[src/rtl/priority_mux_out_fifo_if.sv]
// priority_mux_out_fifo_if: upstream/downstream handshake, flush and status bundle of the output FIFO
interface priority_mux_out_fifo_if #(
    parameter int N_PRIORITY_WIDTH = 2,
    parameter int N_SIGNAL_WIDTH = 8,
    parameter int N_SIGNALS = 4,
    parameter int DEPTH = 4
);
    localparam int SEL_W = (N_SIGNALS > 1) ? $clog2(N_SIGNALS) : 1;
    localparam int CNT_W = $clog2(DEPTH) + 1;
    logic flush;
    logic in_valid;
    logic in_ready;
    logic [N_SIGNAL_WIDTH-1:0] in_data;
    logic [SEL_W-1:0] in_sel;
    logic [N_PRIORITY_WIDTH-1:0] in_priority;
    logic out_valid;
    logic out_ready;
    logic [N_SIGNAL_WIDTH-1:0] out_data;
    logic [SEL_W-1:0] out_sel;
    logic [N_PRIORITY_WIDTH-1:0] out_priority;
    logic [CNT_W-1:0] count;
    logic [CNT_W-1:0] hwm;
    modport master (
        output flush, in_valid, in_data, in_sel, in_priority, out_ready,
        input in_ready, out_valid, out_data, out_sel, out_priority, count, hwm
    );
    modport slave (
        input flush, in_valid, in_data, in_sel, in_priority, out_ready,
        output in_ready, out_valid, out_data, out_sel, out_priority, count, hwm
    );
endinterface

[src/rtl/priority_mux_out_fifo.sv]
// priority_mux_out_fifo: first-word-fall-through buffer of {priority, sel, data} with occupancy and high-water mark
module priority_mux_out_fifo #(
    parameter int N_PRIORITY_WIDTH = 2,
    parameter int N_SIGNAL_WIDTH = 8,
    parameter int N_SIGNALS = 4,
    parameter int DEPTH = 4
) (
    input logic clk,
    input logic rst,
    priority_mux_out_fifo_if.slave bus
);
    localparam int SEL_W = (N_SIGNALS > 1) ? $clog2(N_SIGNALS) : 1;
    localparam int AW = $clog2(DEPTH);
    localparam int CNT_W = AW + 1;
    typedef struct packed {
        logic [N_PRIORITY_WIDTH-1:0] pri;
        logic [SEL_W-1:0] sel;
        logic [N_SIGNAL_WIDTH-1:0] data;
    } entry_t;
    entry_t mem [DEPTH];
    entry_t head;
    logic [AW-1:0] wr_ptr;
    logic [AW-1:0] rd_ptr;
    logic [CNT_W-1:0] cnt;
    logic [CNT_W-1:0] hwm_q;
    logic [CNT_W-1:0] cnt_nxt;
    logic [CNT_W-1:0] hwm_nxt;
    logic full;
    logic empty;
    logic push;
    logic pop;
    assign full = cnt == CNT_W'(DEPTH);
    assign empty = cnt == '0;
    assign push = bus.in_valid & ~full;
    assign pop = ~empty & bus.out_ready;
    // next occupancy and high-water mark; flush discards any same-cycle push or pop
    always_comb begin
        cnt_nxt = cnt;
        if (bus.flush)
            cnt_nxt = '0;
        else if (push && !pop)
            cnt_nxt = cnt + CNT_W'(1);
        else if (pop && !push)
            cnt_nxt = cnt - CNT_W'(1);
        hwm_nxt = bus.flush ? '0 : ((cnt_nxt > hwm_q) ? cnt_nxt : hwm_q);
    end
    // pointer, occupancy and high-water-mark registers
    always_ff @(posedge clk) begin
        if (!rst) begin
            wr_ptr <= '0;
            rd_ptr <= '0;
            cnt <= '0;
            hwm_q <= '0;
        end else begin
            cnt <= cnt_nxt;
            hwm_q <= hwm_nxt;
            if (bus.flush) begin
                wr_ptr <= '0;
                rd_ptr <= '0;
            end else begin
                if (push)
                    wr_ptr <= wr_ptr + AW'(1);
                if (pop)
                    rd_ptr <= rd_ptr + AW'(1);
            end
        end
    end
    // storage is written only by an accepted push that is not cancelled by reset or flush
    always_ff @(posedge clk) begin
        if (rst && !bus.flush && push)
            mem[wr_ptr] <= '{pri: bus.in_priority, sel: bus.in_sel, data: bus.in_data};
    end
    // head entry falls through from the read pointer; forced to zero while empty or in reset
    always_comb begin
        head = (rst && !empty) ? mem[rd_ptr] : '0;
    end
    assign bus.in_ready = ~full;
    assign bus.out_valid = rst & ~empty;
    assign bus.out_data = head.data;
    assign bus.out_sel = head.sel;
    assign bus.out_priority = head.pri;
    assign bus.count = cnt;
    assign bus.hwm = hwm_q;
endmodule

[src/flat_wrapper.sv]
// flat-port wrapper written by rule: the top's interface ports become plain ports
module priority_mux_out_fifo_flat 
#(
    parameter int N_PRIORITY_WIDTH = 2,
    parameter int N_SIGNAL_WIDTH = 8,
    parameter int N_SIGNALS = 4,
    parameter int DEPTH = 4
)
  (clk, rst, bus_flush, bus_in_valid, bus_in_data, bus_in_sel, bus_in_priority, bus_out_ready, bus_in_ready, bus_out_valid, bus_out_data, bus_out_sel, bus_out_priority, bus_count, bus_hwm);
  priority_mux_out_fifo_if #(.N_PRIORITY_WIDTH(N_PRIORITY_WIDTH), .N_SIGNAL_WIDTH(N_SIGNAL_WIDTH), .N_SIGNALS(N_SIGNALS), .DEPTH(DEPTH)) bus_i ();
  input logic clk;
  input logic rst;
  input wire logic [$bits(bus_i.flush)-1:0] bus_flush;
  input wire logic [$bits(bus_i.in_valid)-1:0] bus_in_valid;
  input wire logic [$bits(bus_i.in_data)-1:0] bus_in_data;
  input wire logic [$bits(bus_i.in_sel)-1:0] bus_in_sel;
  input wire logic [$bits(bus_i.in_priority)-1:0] bus_in_priority;
  input wire logic [$bits(bus_i.out_ready)-1:0] bus_out_ready;
  output wire logic [$bits(bus_i.in_ready)-1:0] bus_in_ready;
  output wire logic [$bits(bus_i.out_valid)-1:0] bus_out_valid;
  output wire logic [$bits(bus_i.out_data)-1:0] bus_out_data;
  output wire logic [$bits(bus_i.out_sel)-1:0] bus_out_sel;
  output wire logic [$bits(bus_i.out_priority)-1:0] bus_out_priority;
  output wire logic [$bits(bus_i.count)-1:0] bus_count;
  output wire logic [$bits(bus_i.hwm)-1:0] bus_hwm;
  assign bus_i.flush = bus_flush;
  assign bus_i.in_valid = bus_in_valid;
  assign bus_i.in_data = bus_in_data;
  assign bus_i.in_sel = bus_in_sel;
  assign bus_i.in_priority = bus_in_priority;
  assign bus_i.out_ready = bus_out_ready;
  assign bus_in_ready = bus_i.in_ready;
  assign bus_out_valid = bus_i.out_valid;
  assign bus_out_data = bus_i.out_data;
  assign bus_out_sel = bus_i.out_sel;
  assign bus_out_priority = bus_i.out_priority;
  assign bus_count = bus_i.count;
  assign bus_hwm = bus_i.hwm;
  priority_mux_out_fifo #(.N_PRIORITY_WIDTH(N_PRIORITY_WIDTH), .N_SIGNAL_WIDTH(N_SIGNAL_WIDTH), .N_SIGNALS(N_SIGNALS), .DEPTH(DEPTH)) u_core (.clk(clk), .rst(rst), .bus(bus_i));
endmodule
[config.mk]
export PLATFORM = sky130hd
export DESIGN_NAME = priority_mux_out_fifo_flat
export DESIGN_NICKNAME = d
export VERILOG_FILES = /design/src/rtl/priority_mux_out_fifo_if.sv /design/src/rtl/priority_mux_out_fifo.sv /design/src/flat_wrapper.sv
export SDC_FILE = /design/constraint.sdc
export NUM_CORES = 1
export LEC_CHECK = 0
export BUFFER_PORTS_ARGS = -buffer_cell sky130_fd_sc_hd__buf_2
export CAP_MARGIN = 20
export CORE_MARGIN = 2
export CORE_UTILIZATION = 35
export DETAILED_ROUTE_END_ITERATION = 7
export GPL_TIMING_DRIVEN = 0
export PLACE_DENSITY_LB_ADDON = 0.08
export SYNTH_ARGS = -nofsm -noshare
export SYNTH_HDL_FRONTEND = slang
export SYNTH_SLANG_ARGS = --single-unit
[constraint.sdc]
create_clock -name clk -period 3.4 [get_ports clk]
set_input_delay 0.17 -clock clk [delete_from_list [all_inputs] [get_ports clk]]
set_output_delay 0.17 -clock clk [all_outputs]
set_load 0.02 [all_outputs]
# After elaboration in Yosys (flattened, before gate mapping)
# Memory sizes are Yosys's and may differ from the RTL's. A register that Yosys moved wholly into a read port is not among the register bits.
# Cells that the tools add are included.
[classes]
mux = 8
n_eq_ne = 1
add_sub_neg = 4
order_cmp = 1
reduce_logical = 11
bitwise = 6
[ops]
columns = ["op", "n"]
rows = [
  ["$mux 12", 1],
  ["$mux 3", 3],
  ["$logic_and 1x1->1", 5],
  ["$add 2x1->2 const B", 2],
  ["$logic_not 1->1", 4],
  ["$mux 2", 2],
  ["$add 3x1->3 const B", 1],
  ["$and 1x1->1", 3],
  ["$eq 3x3->1 const B", 1],
  ["$gt 3x3->1", 1],
  ["$logic_not 3->1", 1],
  ["$not 1->1", 3],
  ["$sub 3x1->3 const B", 1],
  ["$mux 1", 2],
  ["$reduce_or 2->1", 1],
]
[word_totals]
ram_bits = 48
mem_count = 1
ff_bits = 10
out_inout_bits = 20
elab_cells = 36
[memory_table]
columns = ["memory", "words", "width", "rd", "rd_ports_with_merged_regs", "write_ports", "line_no", "text"]
rows = [
  ["u_core.mem", 4, 12, 1, 1, 1, "priority_mux_out_fifo.sv:20", "entry_t mem [DEPTH];"],
]

# Longest topological paths before layout
[depth]
word_depth = 9
ltp_mapped = 13
mapped_depth_nobuf = 13

# Least setup slack after synthesis
# No wires, ideal clock.
[synth_path]
path_type = "reg-to-reg"
startpoint = "register u_core.cnt[1] (netlist: u_core.bus.count[1])"
endpoint = "register u_core.hwm_q[2] (netlist: u_core.bus.hwm[2])"
t_arrival_ns = 2.647
setup_time_ns = 0.129
path_buffers = 0
path_stages_with_launch = 14
path_slack_ns = 0.624
path_cell_list = "dfxtp_1 inv_1 ha_1 nor2b_1 nor2_1 a211o_1 o311ai_0 nor2_1 ha_1 nor2b_1 o21ai_0 a32oi_1 mux2i_1 nor2_1"
[synth_via]
elab_chain_len = 9
word_cells_on_any_way = 16
classes_between = "2 x add/sub; 1 x order compare; 1 x eq/ne; 3 x mux; 4 x bitwise; 5 x reduce/logical"
[synth_lines]
columns = ["element", "line_no", "text"]
rows = [
  ["from (decl)", "priority_mux_out_fifo.sv:24", "logic [CNT_W-1:0] cnt;"],
  ["from (signal assigned)", "priority_mux_out_fifo.sv:55", "cnt <= cnt_nxt;"],
  ["$eq 3x3->1", "priority_mux_out_fifo.sv:32", "assign full = cnt == CNT_W'(DEPTH);"],
  ["$not 1->1", "priority_mux_out_fifo.sv:34", "assign push = bus.in_valid & ~full;"],
  ["$and 1x1->1", "priority_mux_out_fifo.sv:34", ""],
  ["$logic_not 1->1", "priority_mux_out_fifo.sv:43", "else if (pop && !push)"],
  ["$logic_and 1x1->1", "priority_mux_out_fifo.sv:43", ""],
  ["$mux 3", "priority_mux_out_fifo.sv:43", ""],
  ["$mux 3 *", "priority_mux_out_fifo.sv:41", "else if (push && !pop)"],
  ["$mux 3 *", "priority_mux_out_fifo.sv:39", "if (bus.flush)"],
  ["net u_core.cnt_nxt[1]", "priority_mux_out_fifo.sv:26", "logic [CNT_W-1:0] cnt_nxt;"],
  ["$gt 3x3->1 *", "priority_mux_out_fifo.sv:45", "hwm_nxt = bus.flush ? '0 : ((cnt_nxt > hwm_q) ? cnt_nxt : hwm_q);"],
  ["to (signal assigned)", "priority_mux_out_fifo.sv:56", "hwm_q <= hwm_nxt;"],
  ["to (decl)", "priority_mux_out_fifo.sv:25", "logic [CNT_W-1:0] hwm_q;"],
]
# The timed path passes the listed nets; every way through them passes the cells marked *.
# A chain may end at the register's enable or synchronous reset.

# Final worst setup path
# Ends and elaborated chain as after synthesis.

==> impl_metrics.env <==
export IMPL_status="completed"
export IMPL_cts_root_buf="clkbuf_8"
export IMPL_hpwl_um=3480
export IMPL_drt_iter0_drc=80
export IMPL_critPathSlowestCell="a32oi_1"
export IMPL_die_w_um=90.1
export IMPL_worst_pin_slew_ps=778
export IMPL_initial_utilization_pct=36.0
export IMPL_post_cts_setup_buffer_count=0
export IMPL_drt_pass1_iterations=4
export IMPL_yosysSeqAreaShare_pct=64.8
export IMPL_clock_latency_ps=320
export IMPL_postSynthNetCount=195
export IMPL_avgSynthCellArea_um2=15.5
export IMPL_timing_worst_setup_path_type="register to register"
export IMPL_start_kind="register"
export IMPL_final_nets=242
export IMPL_htree_levels=3
export IMPL_fin_crit_ps=3060
export IMPL_fin_cells=319
export IMPL_dp_slack_ps=329
export IMPL_finalCritPeriodShare_pct=89.9
export IMPL_grt_pass1_wl_um=8040
export IMPL_antenna_cells=0
export IMPL_crit_required_ps=3590
export IMPL_cp_max_fo=6
export IMPL_max_clock_freq_mhz=327
export IMPL_cts_buffers=9
export IMPL_worst_path_buf_inv=1
export IMPL_area_growth_synth_to_final_pct=19.7
export IMPL_rsz0062_at_grt="no"
export IMPL_antenna_left=0
export IMPL_vias_per_cell=4.79
export IMPL_hold_buffers=0
export IMPL_cp_arrival_ps=3250
export IMPL_port_buffers=36
export IMPL_cts_sinks=60
export IMPL_ios=37
export IMPL_skew_ps=6.10
export IMPL_finalHoldViolations=0
export IMPL_antenna_found_initial=0
export IMPL_drc=0
export IMPL_first_global_vias=1574
export IMPL_cp_top_family="compound AO/OA/AOI/OAI gates"
export IMPL_synth_seq_cells=60
export IMPL_dieHeight_um=90.1
export IMPL_num_rows=31
export IMPL_final_setup_viol_count=0
export IMPL_cp_depth=13
export IMPL_ir_drop_mv=0.258
export IMPL_power_density_nw_per_um2=531
export IMPL_setup_slack_ps=344
export IMPL_slew_violations=0
export IMPL_drive_gt1_share_pct=31.4
export IMPL_final_setup_tns_ps=0
export IMPL_yosysWarnings=0
export IMPL_grt_usage_pct=13.4
export IMPL_core_area_um2=7210
export IMPL_fin_area_um2=3110
export IMPL_ff2ff_path_depth=13
export IMPL_relSlewSlack_pct=47.5
export IMPL_synth_area_um2=2600
export IMPL_grt_ovfl_total=0
export IMPL_fill_cells=694
export IMPL_critPathMaxStageDelay_ps=430
export IMPL_cts_buffer_depth=2
export IMPL_drv_cap=0
export IMPL_hp_class="input pin to register"
export IMPL_wl_per_cell_um=15.9
export IMPL_clkTransAtPathRegs_ps=70
export IMPL_num_vias=1527
export IMPL_p_leak_nw=1.17
export IMPL_grt_max_degree=13
export IMPL_die_area_um2=8120
export IMPL_place_congestion=0.744
export IMPL_synthDistinctLibCells=37
export IMPL_cts_repair_resized=0
export IMPL_end_kind="register"
export IMPL_holdWs_ps=66.7
export IMPL_placedInstanceArea_um2=2900
export IMPL_cts_tree="yes"
export IMPL_synth_cells=168
export IMPL_place_inst=303
export IMPL_path_cells="inv_1 -> ha_1 -> nor2b_1 -> nor2_1 -> a211o_1 -> o311ai_0 -> nor2_1 -> ha_1 -> nor2b_1 -> o21ai_0 -> a32oi_1 -> mux2i_1 -> nor2_1"
export IMPL_wirelength_um=5070
export IMPL_holdPathStages=1
export IMPL_path_common_cell="nor2_1"
## state kept, by name, summed over array words and instances, names as in the netlist, named ones only
name              count
u_core.bus.count      3
u_core.mem           48
u_core.wr_ptr         2
u_core.rd_ptr         2
u_core.bus.hwm        3
## where the power goes
part / leakage (nW) / internal (W) / switching [W]
clock: 0.0990 / 0.000405 / 0.000257
sequential: 0.531 / 0.000806 / 0.00000798
combinational: 0.535 / 0.0000683 / 0.000104
total: 1.17 / 0.00128 / 0.000368
## cells in the mapped netlist (all sizes together)
library cell	number	area [um2]
a2111oi	1	8.76
a211o	1	8.76
a211oi	4	35.0
a21oi	2	10.0
a32oi	1	8.76
and2	5	33.8
and3	12	75.1
buf	5	28.8
clkbuf	3	11.3
dfxtp	12	240
edfxtp	48	1440
ha	10	125
inv	8	30.0
mux2i	3	30.0
mux4	12	270
nand2	5	21.3
nand2b	3	18.8
nand3	1	5.00
nand3b	1	7.51
nand4b	1	8.76
nor2	14	52.6
nor2b	4	25.0
nor3b	1	7.51
o211ai	1	7.51
o21ai	1	5.00
o221ai	1	15.0
o311ai	2	17.5
or2	2	12.5
xnor2	2	17.5
xor2	2	17.5
## per-stage QoR
stage	power [W]	utilization (%)
final	0.00165	43.1
after global routing	0.00173	43.1
after CTS	0.00167	43.1
after detailed placement	0.00100	40.2
after global placement	0.000995	40.2
after floorplan	0.000946	-
## kinds of logic after synthesis
| kind of cell | Yosys count | synth area share (%) |
|---|---|---|
| flops | 60 | 64.8 |
| simple gates | 49 | 10.3 |
| buf+inv | 16 | 2.70 |
| mux | 15 | 11.6 |
| compound gates | 14 | 4.48 |
| fa+ha+maj | 10 | 4.82 |
| xor+xnor | 4 | 1.35 |
## worst paths after layout
check	slack, ps	end	from
worst max-delay path	340	u_core.bus.hwm[2]	u_core.bus.count[1]
worst min-delay path	70	u_core.mem[3][0]	bus_in_data[0]
worst max register to register	340	u_core.bus.hwm[2]	u_core.bus.count[1]
worst min register to register	530	u_core.bus.hwm[1]	u_core.bus.hwm[1]
## layer usage
metal	part of all wire, %	up-vias	global-route usage [%]
met5	0	-	0
met4	1.0	0	7.31
met3	4.1	4	3.27
met2	52	32	22.7
met1	43	761	15.7
li1	-	730	-
## layout make-up
| class | count | area (um2) | share of cell area, % |
|---|---|---|---|
| Timing Repair Buffer | 36 | 180 | 5.80 |
| Multi-Input combinational cell | 92 | 845 | 27.2 |
| Inverter | 8 | 30.0 | 0.967 |
| Clock buffer | 10 | 128 | 4.11 |
| Buffer | 8 | 40.0 | 1.29 |
| Tap cell | 99 | 124 | 3.99 |
| Sequential cell | 60 | 1680 | 54.1 |
| Clock inverter | 6 | 78.8 | 2.54 |
## layout by cell type (no fill, tap or decap), types with 3 or more instances in the layout
master and instances:
edfxtp_1 48, buf_2 38, nor2_1 14, mux4_2 12
and3_1 12, dfxtp_1 12, ha_1 10, clkbuf_8 9
inv_1 8, nand2_1 4, nor2b_1 4, clkbuf_1 4
and2_1 4, nand2b_1 3, mux2i_1 3, a211oi_1 3
clkinv_1 3
No activity file was read; power rests on OpenSTA's default activity.
